===== src/rtl/ddr_stim_sequencer_if.sv =====
// Request-side bundle between the stimulus sequencer (master) and the DDR controller bench (slave).
interface ddr_stim_sequencer_if #(
   parameter int ADDR_W = 32,
   parameter int DATA_W = 64
);
   logic              start;
   logic              dev_busy;
   logic              next_cmd;
   logic              act_cmd;
   logic [ADDR_W-1:0] physical_addr;
   logic [DATA_W-1:0] data_wr;
   logic              rw;
   logic [15:0]       cmd_count;
   logic              done;
   logic              error;

   modport master (
      input  start, dev_busy, next_cmd,
      output act_cmd, physical_addr, data_wr, rw, cmd_count, done, error
   );

   modport slave (
      output start, dev_busy, next_cmd,
      input  act_cmd, physical_addr, data_wr, rw, cmd_count, done, error
   );
endinterface


===== src/rtl/ddr_stim_sequencer.sv =====
// DDR request stimulus sequencer: directed write/readback pairs or LFSR-random traffic.
// Optional ack watchdog enabled by defining SEQ_TIMEOUT_EN.
module ddr_stim_sequencer #(
   parameter int          ADDR_W      = 32,
   parameter int          DATA_W      = 64,
   parameter int          NUM_CMDS    = 16,
   parameter int          GAP_CYC     = 8,
   parameter int          MODE        = 0,
   parameter logic [31:0] BASE_ADDR   = 32'h2000_a011,
   parameter logic [31:0] ADDR_STRIDE = 32'h40,
   parameter logic [31:0] ADDR_MASK   = 32'hFFFF_FFFF,
   parameter logic [31:0] LFSR_SEED   = 32'hACE1_2468,
   parameter int          TIMEOUT_CYC = 1024
) (
   input logic clock,
   input logic reset,
   ddr_stim_sequencer_if.master bus
);
   localparam int                REP       = DATA_W / ADDR_W;
   localparam int                RND_REP   = (DATA_W + 63) / 64;
   localparam logic [31:0]       LFSR_TAPS = 32'h8020_0003;
   localparam logic [15:0]       NUM_LAST  = 16'(NUM_CMDS);
   localparam logic [7:0]        GAP_LOAD  = 8'(GAP_CYC - 1);
   localparam logic [ADDR_W-1:0] BASE_A    = BASE_ADDR[ADDR_W-1:0];
   localparam logic [ADDR_W-1:0] STRIDE_A  = ADDR_STRIDE[ADDR_W-1:0];
   localparam logic [ADDR_W-1:0] MASK_A    = ADDR_MASK[ADDR_W-1:0];

   typedef enum logic [2:0] {IDLE, ISSUE, WAIT_ACK, GAP, DONE} state_t;

   state_t            state, state_n;
   logic              act_q, act_n;
   logic [ADDR_W-1:0] addr_q, addr_n;
   logic [DATA_W-1:0] data_q, data_n;
   logic              rw_q, rw_n;
   logic [15:0]       count_q, count_n;
   logic              done_q, done_n;
   logic              error_q, error_n;
   logic [31:0]       lfsr_q, lfsr_n;
   logic [ADDR_W-1:0] pair_q, pair_n;
   logic              odd_q, odd_n;
   logic [7:0]        gap_q, gap_n;
`ifdef SEQ_TIMEOUT_EN
   localparam logic [15:0] WD_LIMIT = 16'(TIMEOUT_CYC - 1);
   logic [15:0]       wd_q, wd_n;
`endif

   // The LFSR advances before use, so each command is built from the stepped value.
   logic [31:0]         lfsr_step;
   logic [RND_REP*64-1:0] rnd_wide;
   assign lfsr_step = lfsr_q[0] ? ((lfsr_q >> 1) ^ LFSR_TAPS) : (lfsr_q >> 1);
   assign rnd_wide  = {RND_REP{lfsr_step, ~lfsr_step}};

   // State and every registered output advance together on the clock edge.
   always_ff @(posedge clock) begin
      if (reset) begin
         state   <= IDLE;
         act_q   <= 1'b0;
         addr_q  <= '0;
         data_q  <= '0;
         rw_q    <= 1'b0;
         count_q <= '0;
         done_q  <= 1'b0;
         error_q <= 1'b0;
         lfsr_q  <= LFSR_SEED;
         pair_q  <= BASE_A;
         odd_q   <= 1'b0;
         gap_q   <= '0;
`ifdef SEQ_TIMEOUT_EN
         wd_q    <= '0;
`endif
      end else begin
         state   <= state_n;
         act_q   <= act_n;
         addr_q  <= addr_n;
         data_q  <= data_n;
         rw_q    <= rw_n;
         count_q <= count_n;
         done_q  <= done_n;
         error_q <= error_n;
         lfsr_q  <= lfsr_n;
         pair_q  <= pair_n;
         odd_q   <= odd_n;
         gap_q   <= gap_n;
`ifdef SEQ_TIMEOUT_EN
         wd_q    <= wd_n;
`endif
      end
   end

   // Next-state logic; act_cmd defaults low so every issue is a single-cycle pulse.
   always_comb begin
      state_n = state;
      act_n   = 1'b0;
      addr_n  = addr_q;
      data_n  = data_q;
      rw_n    = rw_q;
      count_n = count_q;
      done_n  = done_q;
      error_n = error_q;
      lfsr_n  = lfsr_q;
      pair_n  = pair_q;
      odd_n   = odd_q;
      gap_n   = gap_q;
`ifdef SEQ_TIMEOUT_EN
      wd_n    = '0;
`endif
      case (state)
         IDLE: begin
            if (bus.start) state_n = ISSUE;
         end
         ISSUE: begin
            if (!bus.dev_busy) begin
               act_n   = 1'b1;
               state_n = WAIT_ACK;
               if (MODE == 1) begin
                  lfsr_n = lfsr_step;
                  addr_n = lfsr_step[ADDR_W-1:0] & MASK_A;
                  rw_n   = lfsr_step[31];
                  data_n = rnd_wide[DATA_W-1:0];
               end else begin
                  // Write then read back the same address; stride only after the read.
                  addr_n = pair_q;
                  rw_n   = ~odd_q;
                  data_n = {REP{pair_q}};
                  odd_n  = ~odd_q;
                  if (odd_q) pair_n = pair_q + STRIDE_A;
               end
            end
         end
         WAIT_ACK: begin
            if (bus.next_cmd) begin
               count_n = count_q + 16'd1;
               if (count_q + 16'd1 == NUM_LAST) begin
                  state_n = DONE;
                  done_n  = 1'b1;
               end else if (GAP_CYC == 0) begin
                  state_n = ISSUE;
               end else begin
                  state_n = GAP;
                  gap_n   = GAP_LOAD;
               end
            end
`ifdef SEQ_TIMEOUT_EN
            else if (wd_q == WD_LIMIT) begin
               error_n = 1'b1;
               done_n  = 1'b1;
               state_n = DONE;
            end else begin
               wd_n = wd_q + 16'd1;
            end
`endif
         end
         GAP: begin
            if (gap_q == 8'd0) state_n = ISSUE;
            else               gap_n   = gap_q - 8'd1;
         end
         DONE: begin
            if (bus.start) begin
               done_n  = 1'b0;
               count_n = '0;
               pair_n  = BASE_A;
               odd_n   = 1'b0;
               state_n = ISSUE;
            end
         end
         default: state_n = IDLE;
      endcase
   end

   assign bus.act_cmd       = act_q;
   assign bus.physical_addr = addr_q;
   assign bus.data_wr       = data_q;
   assign bus.rw            = rw_q;
   assign bus.cmd_count     = count_q;
   assign bus.done          = done_q;
   assign bus.error         = error_q;
endmodule


===== src/flat_wrapper.sv =====
// flat-port wrapper written by rule: the top's interface ports become plain ports
module ddr_stim_sequencer_flat 
#(
   parameter int          ADDR_W      = 32,
   parameter int          DATA_W      = 64,
   parameter int          NUM_CMDS    = 16,
   parameter int          GAP_CYC     = 8,
   parameter int          MODE        = 0,
   parameter logic [31:0] BASE_ADDR   = 32'h2000_a011,
   parameter logic [31:0] ADDR_STRIDE = 32'h40,
   parameter logic [31:0] ADDR_MASK   = 32'hFFFF_FFFF,
   parameter logic [31:0] LFSR_SEED   = 32'hACE1_2468,
   parameter int          TIMEOUT_CYC = 1024
)
  (clock, reset, bus_start, bus_dev_busy, bus_next_cmd, bus_act_cmd, bus_physical_addr, bus_data_wr, bus_rw, bus_cmd_count, bus_done, bus_error);
  ddr_stim_sequencer_if #(.ADDR_W(ADDR_W), .DATA_W(DATA_W)) bus_i ();
  input logic clock;
  input logic reset;
  input wire logic [$bits(bus_i.start)-1:0] bus_start;
  input wire logic [$bits(bus_i.dev_busy)-1:0] bus_dev_busy;
  input wire logic [$bits(bus_i.next_cmd)-1:0] bus_next_cmd;
  output wire logic [$bits(bus_i.act_cmd)-1:0] bus_act_cmd;
  output wire logic [$bits(bus_i.physical_addr)-1:0] bus_physical_addr;
  output wire logic [$bits(bus_i.data_wr)-1:0] bus_data_wr;
  output wire logic [$bits(bus_i.rw)-1:0] bus_rw;
  output wire logic [$bits(bus_i.cmd_count)-1:0] bus_cmd_count;
  output wire logic [$bits(bus_i.done)-1:0] bus_done;
  output wire logic [$bits(bus_i.error)-1:0] bus_error;
  assign bus_i.start = bus_start;
  assign bus_i.dev_busy = bus_dev_busy;
  assign bus_i.next_cmd = bus_next_cmd;
  assign bus_act_cmd = bus_i.act_cmd;
  assign bus_physical_addr = bus_i.physical_addr;
  assign bus_data_wr = bus_i.data_wr;
  assign bus_rw = bus_i.rw;
  assign bus_cmd_count = bus_i.cmd_count;
  assign bus_done = bus_i.done;
  assign bus_error = bus_i.error;
  ddr_stim_sequencer #(.ADDR_W(ADDR_W), .DATA_W(DATA_W), .NUM_CMDS(NUM_CMDS), .GAP_CYC(GAP_CYC), .MODE(MODE), .BASE_ADDR(BASE_ADDR), .ADDR_STRIDE(ADDR_STRIDE), .ADDR_MASK(ADDR_MASK), .LFSR_SEED(LFSR_SEED), .TIMEOUT_CYC(TIMEOUT_CYC)) u_core (.clock(clock), .reset(reset), .bus(bus_i));
endmodule

===== config.mk =====
export PLATFORM = sky130hd
export DESIGN_NAME = ddr_stim_sequencer_flat
export DESIGN_NICKNAME = d
export VERILOG_FILES = /design/src/rtl/ddr_stim_sequencer_if.sv /design/src/rtl/ddr_stim_sequencer.sv /design/src/flat_wrapper.sv
export SDC_FILE = /design/constraint.sdc
export NUM_CORES = 1
export LEC_CHECK = 0
export CORE_MARGIN = 8
export CORE_UTILIZATION = 49
export CTS_CLUSTER_DIAMETER = 40
export CTS_CLUSTER_SIZE = 16
export DETAILED_ROUTE_END_ITERATION = 12
export PLACE_DENSITY = 0.89
export SLEW_MARGIN = 30
export SYNTH_ARGS = -nofsm -noshare
export SYNTH_HDL_FRONTEND = slang
export SYNTH_SLANG_ARGS = --single-unit

===== constraint.sdc =====
create_clock -name clock -period 2.7 [get_ports clock]
set_clock_uncertainty 0.1 [all_clocks]
set_input_delay 0.405 -clock clock [delete_from_list [all_inputs] [get_ports clock]]
set_output_delay 0.405 -clock clock [all_outputs]
set_load 0.05 [all_outputs]

# Word-level counts from Yosys, hierarchy flattened
# Cells that the tools add are included.
dict set report totals {
  register_bits 159
  latchBits 0
  mem_bits_rw 0
  mem_bits_ro 0
  inputBits 5
  word_cells 68
  memories 0
}
dict set report op_classes {
  addsub 3
  mul 0
  div 0
  order_cmp 0
  n_eq_ne 14
  n_shift 0
  n_mux 24
  bitwise 3
  reduce_logical 14
}
# op count
set ops {}
lappend ops {{32-bit two-way mux} 3}
lappend ops {{32-bit case mux with 2 select lines} 1}
lappend ops {{32-bit by 7-bit adder with 32-bit output (second input constant)} 1}
lappend ops {{16-bit two-way mux} 2}
lappend ops {{16-bit case mux with 2 select lines} 1}
lappend ops {{8-bit two-way mux} 3}
lappend ops {{16-bit by 1-bit adder with 16-bit output (second input constant)} 1}
lappend ops {{16-bit by 5-bit equality test with 1-bit output (second input constant)} 1}
lappend ops {{8-bit case mux with 2 select lines} 1}
lappend ops {{4-bit AND reduction} 4}
lappend ops {{3-bit two-way mux} 5}
lappend ops {{3-bit case mux with 4 select lines} 1}
lappend ops {{2-bit != test (second input constant)} 5}
lappend ops {{8-bit zero test} 1}
lappend ops {{2-bit by 1-bit != test with 1-bit output (second input constant)} 4}
lappend ops {{8-bit by 1-bit subtractor with 8-bit output (second input constant)} 1}
lappend ops {{3-bit by 2-bit equality test with 1-bit output (second input constant)} 2}
lappend ops {{3-bit AND reduction} 2}
lappend ops {{2-bit nonzero test} 3}
lappend ops {{1-bit two-way mux} 5}
lappend ops {{1-bit case mux with 2 select lines} 2}
lappend ops {{2-bit OR reduction} 2}
lappend ops {{3-bit by 1-bit equality test with 1-bit output (second input constant)} 1}
lappend ops {{3-bit equality test (second input constant)} 1}
lappend ops {{3 further kinds} 5}

# Longest topological paths before layout
dict set report depth {
  ltp_word 5
  depth_mapped 9
  mapped_depth_nobuf 8
}

# Worst setup path before layout
# Ideal clock, no wire load.
dict set report synth_path {
  kind {reg2reg}
  startpoint {register u_core.count_q[6], in the netlist u_core.bus.cmd_count[6]}
  endpoint {register u_core.gap_q[0]}
  setup_ns 0.103
  arrival_time_ns 2.528
  path_slack_ns -0.032
  path_stages_with_launch 8
  path_buffers 1
  period_less_slack_ns 2.732
  cell_sequence {dfxtp_1 clkbuf_2 nand4_4 nor4_2 mux2_2 a21o_2 and4_2 a2111oi_2}
}
dict set report synth_via {
  elab_chain_cells 4
}
# item line_no
set synth_lines {}
lappend synth_lines {{from (decl)} ddr_stim_sequencer.sv:35} ;# logic [15:0] count_q, count_n;
lappend synth_lines {{from (signal assigned)} ddr_stim_sequencer.sv:77} ;# count_q <= count_n;
lappend synth_lines {{16-bit by 1-bit adder with 16-bit output} ddr_stim_sequencer.sv:133} ;# if (count_q + 16'd1 == NUM_LAST) begin
lappend synth_lines {{16-bit by 5-bit equality test with 1-bit output} ddr_stim_sequencer.sv:133}
lappend synth_lines {{2-bit != test (no line)} -}
lappend synth_lines {{4-bit AND reduction (no line)} -}
lappend synth_lines {{to (signal assigned)} ddr_stim_sequencer.sv:83} ;# gap_q <= gap_n;
lappend synth_lines {{to (decl)} ddr_stim_sequencer.sv:41} ;# logic [7:0] gap_q, gap_n;
# No other way between the ends.
# A chain may end at the register's enable or synchronous reset.

# Final worst setup path
dict set report layout_path {
  startpoint {register u_core.count_q[7], in the netlist u_core.bus.cmd_count[7]}
  endpoint {register u_core.gap_q[0]}
}
# Same word-level chain as after synthesis.

==> metrics.log <==
INFO  metric fill_cells = about 780
INFO  metric worst_hold_startpoint = u_core.pair_q[4]
INFO  metric grt_max_degree = 26
INFO  metric cts.path.max_buffers = 2
INFO  metric die-area = 12,700 µm²
INFO  metric seq_area_frac_synth = between 30% and 40%
INFO  metric drt-wirelength-per-cell = around 16 µm
INFO  metric unrepaired_setup_endpoints_after_global_routing = no
INFO  metric stdcell_count = about 720
INFO  metric io_buffer_count = approximately 110
INFO  metric aggregate_routed_wire_length = ~11,000 µm
INFO  metric cts-buffers-inserted = 9
INFO  metric cts.htree.levels = 3
INFO  metric layout_common_cells = 106 x sky130_fd_sc_hd__clkdlybuf4s50_1, 85 x sky130_fd_sc_hd__nand2_1, 82 x sky130_fd_sc_hd__dfxtp_1, 51 x sky130_fd_sc_hd__a21oi_1, 51 x sky130_fd_sc_hd__nor2_1
INFO  metric antenna_cells_inserted = 0
INFO  metric finalCritPeriodShare = approximately 94%
INFO  metric tightestPinTransition = approximately 0.56 ns
INFO  metric grt_pass1_vias = a little under 4,000
INFO  metric synth_seq_cells = 85
INFO  metric core_area = roughly 9200 µm²
INFO  metric net-switching-power = ~0.86 mW
INFO  metric vdd_ir_drop_max = ~0.00026 V
INFO  metric internal_power = approximately 1.8 mW
INFO  metric final_estimated_routing_congestion_in_global_placement = about 0.87
INFO  metric grt_overflow_total = 0
INFO  metric fin_tns_setup = 0 ns
INFO  metric drc_viols = 0
INFO  metric flow.area_growth_from_synthesis = 19.0%
INFO  metric drt-vias-per-instance = approximately 5.6
INFO  metric ctsHoldBuffers = 0
INFO  metric clk_pin_slew = around 0.10 ns
INFO  metric cts.sink_count = 85
INFO  metric maximum_achievable_frequency = 0.393 GHz
INFO  metric antenna_left = 0
INFO  metric grt_antenna_before_repair = 0
INFO  metric worst_ep_required_time = roughly 2.9 ns
INFO  metric worstPathMaxFanout = 7
INFO  metric run_status = completed
INFO  metric synth.area.top_cells = sky130_fd_sc_hd__dfxtp_1 37%, sky130_fd_sc_hd__buf_4 12%, sky130_fd_sc_hd__nand2_1 6.9%
INFO  metric crit_arrival = roughly 2.7 ns
INFO  metric clockPowerShare = a little under a third
INFO  metric cell_area_after_synthesis = around 4600 µm²
INFO  metric dr.pass1.iters = 5
INFO  metric synth_enable_flop_cells = 0
INFO  metric clkLatencyLatePin = 0.36 ns
INFO  metric synthArstFlopShare = 0%
INFO  metric top_level_ports = 121
INFO  metric tritoncts_clock_tree = built
INFO  metric drv.max_cap_violation_count = 0
INFO  metric cellLeakagePower = approximately 1.9 nW
INFO  metric yosysWarningCount = 0
INFO  metric synth.lib_cells_used.distinct = 66
INFO  metric min_period = about 2.5 ns
INFO  metric dominant_cell_type_by_area_after_synthesis = sky130_fd_sc_hd__dfxtp_1
INFO  metric chipHeight = ~110 µm
INFO  metric switching_share = about a third
INFO  metric cellPowerDensity = 479 nW/µm²
INFO  metric start_util = around half
INFO  metric yosys.area.top_type_share = 37.0%
INFO  metric postSynthAreaPerCell = between 8 and 9 µm²
INFO  metric combPwrFrac = between 15 and 20%
INFO  metric root_buffer = sky130_fd_sc_hd__clkbuf_8
INFO  metric synthCells = 558
INFO  metric vias = approximately 4,100
INFO  metric reg2reg_setup_slack = about 0.16 ns
INFO  metric timing.critical_path.from_type = flop
INFO  metric dp.final_hpwl = 8550 µm
INFO  metric placement_rows = 35
INFO  metric timing_worst_setup_path_type = flop to flop
INFO  metric report.final.slew_viol_count = 0
INFO  metric p_seq_share = 50.3%
INFO  metric cts.repair_timing.setup_buffer_count = 0
INFO  metric final_layout_size_suffix_gt1_share = 9.87%
INFO  metric dp.cells = 703
INFO  metric cts_resized = 0
INFO  metric die_w = 113 µm
INFO  metric layout.cells.most_common = sky130_fd_sc_hd__clkdlybuf4s50_1
INFO  metric dominantRegCellSynth = sky130_fd_sc_hd__dfxtp_1
INFO  metric setup.worst_path.start = u_core.bus.cmd_count[7]
INFO  metric drt-initial-drc-count = between 300 and 400
INFO  metric finalSetupViolCount = 0
INFO  metric final_nets = 612
INFO  metric grt_first_pass_wirelength = 18,500 µm
INFO  metric timing.max_slew.rel_slack = 62.5%
INFO  metric hold_path_class = flop to flop
INFO  metric timing.rr.start = u_core.bus.cmd_count[7]
INFO  metric final_worst_hold_slack = between 0.3 and 0.4 ns
INFO  metric hold_viol_final = 0
INFO  metric cp-end-kind = flop
INFO  metric groute.usage.overall = 17.4%
## metrics by stage
stage / instance area, µm² / power, mW / setup WS, ns / util, %
finish: 5470 / 2.62 / 0.157 / 59.5
global route: 5470 / 2.73 / 0.0530 / 59.5
CTS: 5470 / 2.64 / 0.165 / 59.5
detailed placement: 5290 / 1.81 / 0.155 / 57.6
global placement: 5290 / 1.80 / 0.236 / 57.6
floorplan: 4650 / 1.72 / 0.000598 / -
## path summary, 6_finish.rpt
path / end / depth (start not counted)
setup reg to reg: u_core.gap_q[0] / 6
hold / removal: u_core.pair_q[4] / 1
hold reg to reg: u_core.pair_q[4] / 1
setup / recovery: u_core.gap_q[0] / 6
## area by class of cell
| type | instances | area, µm² | share of cell area [%] |
|---|---|---|---|
| Multi-Input combinational cell | 377 | 2230 | 40.7 |
| Sequential cell | 85 | 1710 | 31.2 |
| Timing Repair Buffer | 122 | 1190 | 21.8 |
| Tap cell | 111 | 139 | 2.54 |
| Clock buffer | 9 | 124 | 2.26 |
| Clock inverter | 7 | 55.1 | 1.01 |
| Inverter | 8 | 30.0 | 0.549 |
## sequential cells by signal (all words and copies together), names as in the netlist
register / count
u_core.bus.rw: 1
u_core.bus.data_wr: 27
u_core.bus.act_cmd: 1
u_core.bus.cmd_count: 16
u_core.pair_q: 27
u_core.gap_q: 8
u_core.bus.done: 1
u_core.state: 3
u_core.odd_q: 1
## cell families after synthesis
kind of cell	share of synthesized area (%)
adder cells (fa/ha/maj)	1.09
XOR/XNOR	4.19
multiplexers	0.245
AND/OR/NAND/NOR	26.4
AO/OA/AOI/OAI	15.4
flip-flops	37.0
other	0.0815
buffers and inverters	15.6
## power groups by stage
stage	Combinational [mW]	Clock, mW	Sequential (mW)
2_1_floorplan	0.355	0	1.37
3_3_place_gp	0.452	0	1.34
3_5_place_dp	0.466	0	1.35
4_1_cts	0.469	0.852	1.32
5_1_grt	0.500	0.911	1.32
6_report	0.470	0.833	1.32
## critical path: stages (launching register included)
cell and delay, ns:
sky130_fd_sc_hd__dfxtp_1 0.48, sky130_fd_sc_hd__nand4_4 0.21, sky130_fd_sc_hd__nor4_2 0.45, sky130_fd_sc_hd__mux2_2 0.40, sky130_fd_sc_hd__a21o_2 0.23, sky130_fd_sc_hd__and4_2 0.23
sky130_fd_sc_hd__a2111oi_2 0.33
## cell usage after synthesis, drive strengths merged, types with 3 or more instances
cell / n
a31oi: 6
and2: 4
ha: 4
a311oi: 8
xor2: 8
buf: 76
nor3: 6
nor2: 51
clkbuf: 24
xnor2: 14
o21a: 4
nand2: 85
nand3: 16
and4: 4
nand4: 12
a41o: 4
inv: 8
nand3b: 6
dfxtp: 85
o21ai: 18
nand2b: 10
nor3b: 6
and3: 11
nor4: 5
a21oi: 52
a211oi: 3
## per-layer routing
metal	global-route usage [%]	vias to the layer above	share of wire [%]
li1	-	1927	-
met1	19.0	1927	39
met2	31.7	176	51
met3	3.67	26	7.2
met4	7.90	0	2.3
met5	0	-	0
(Power assumes the default switching activity.)
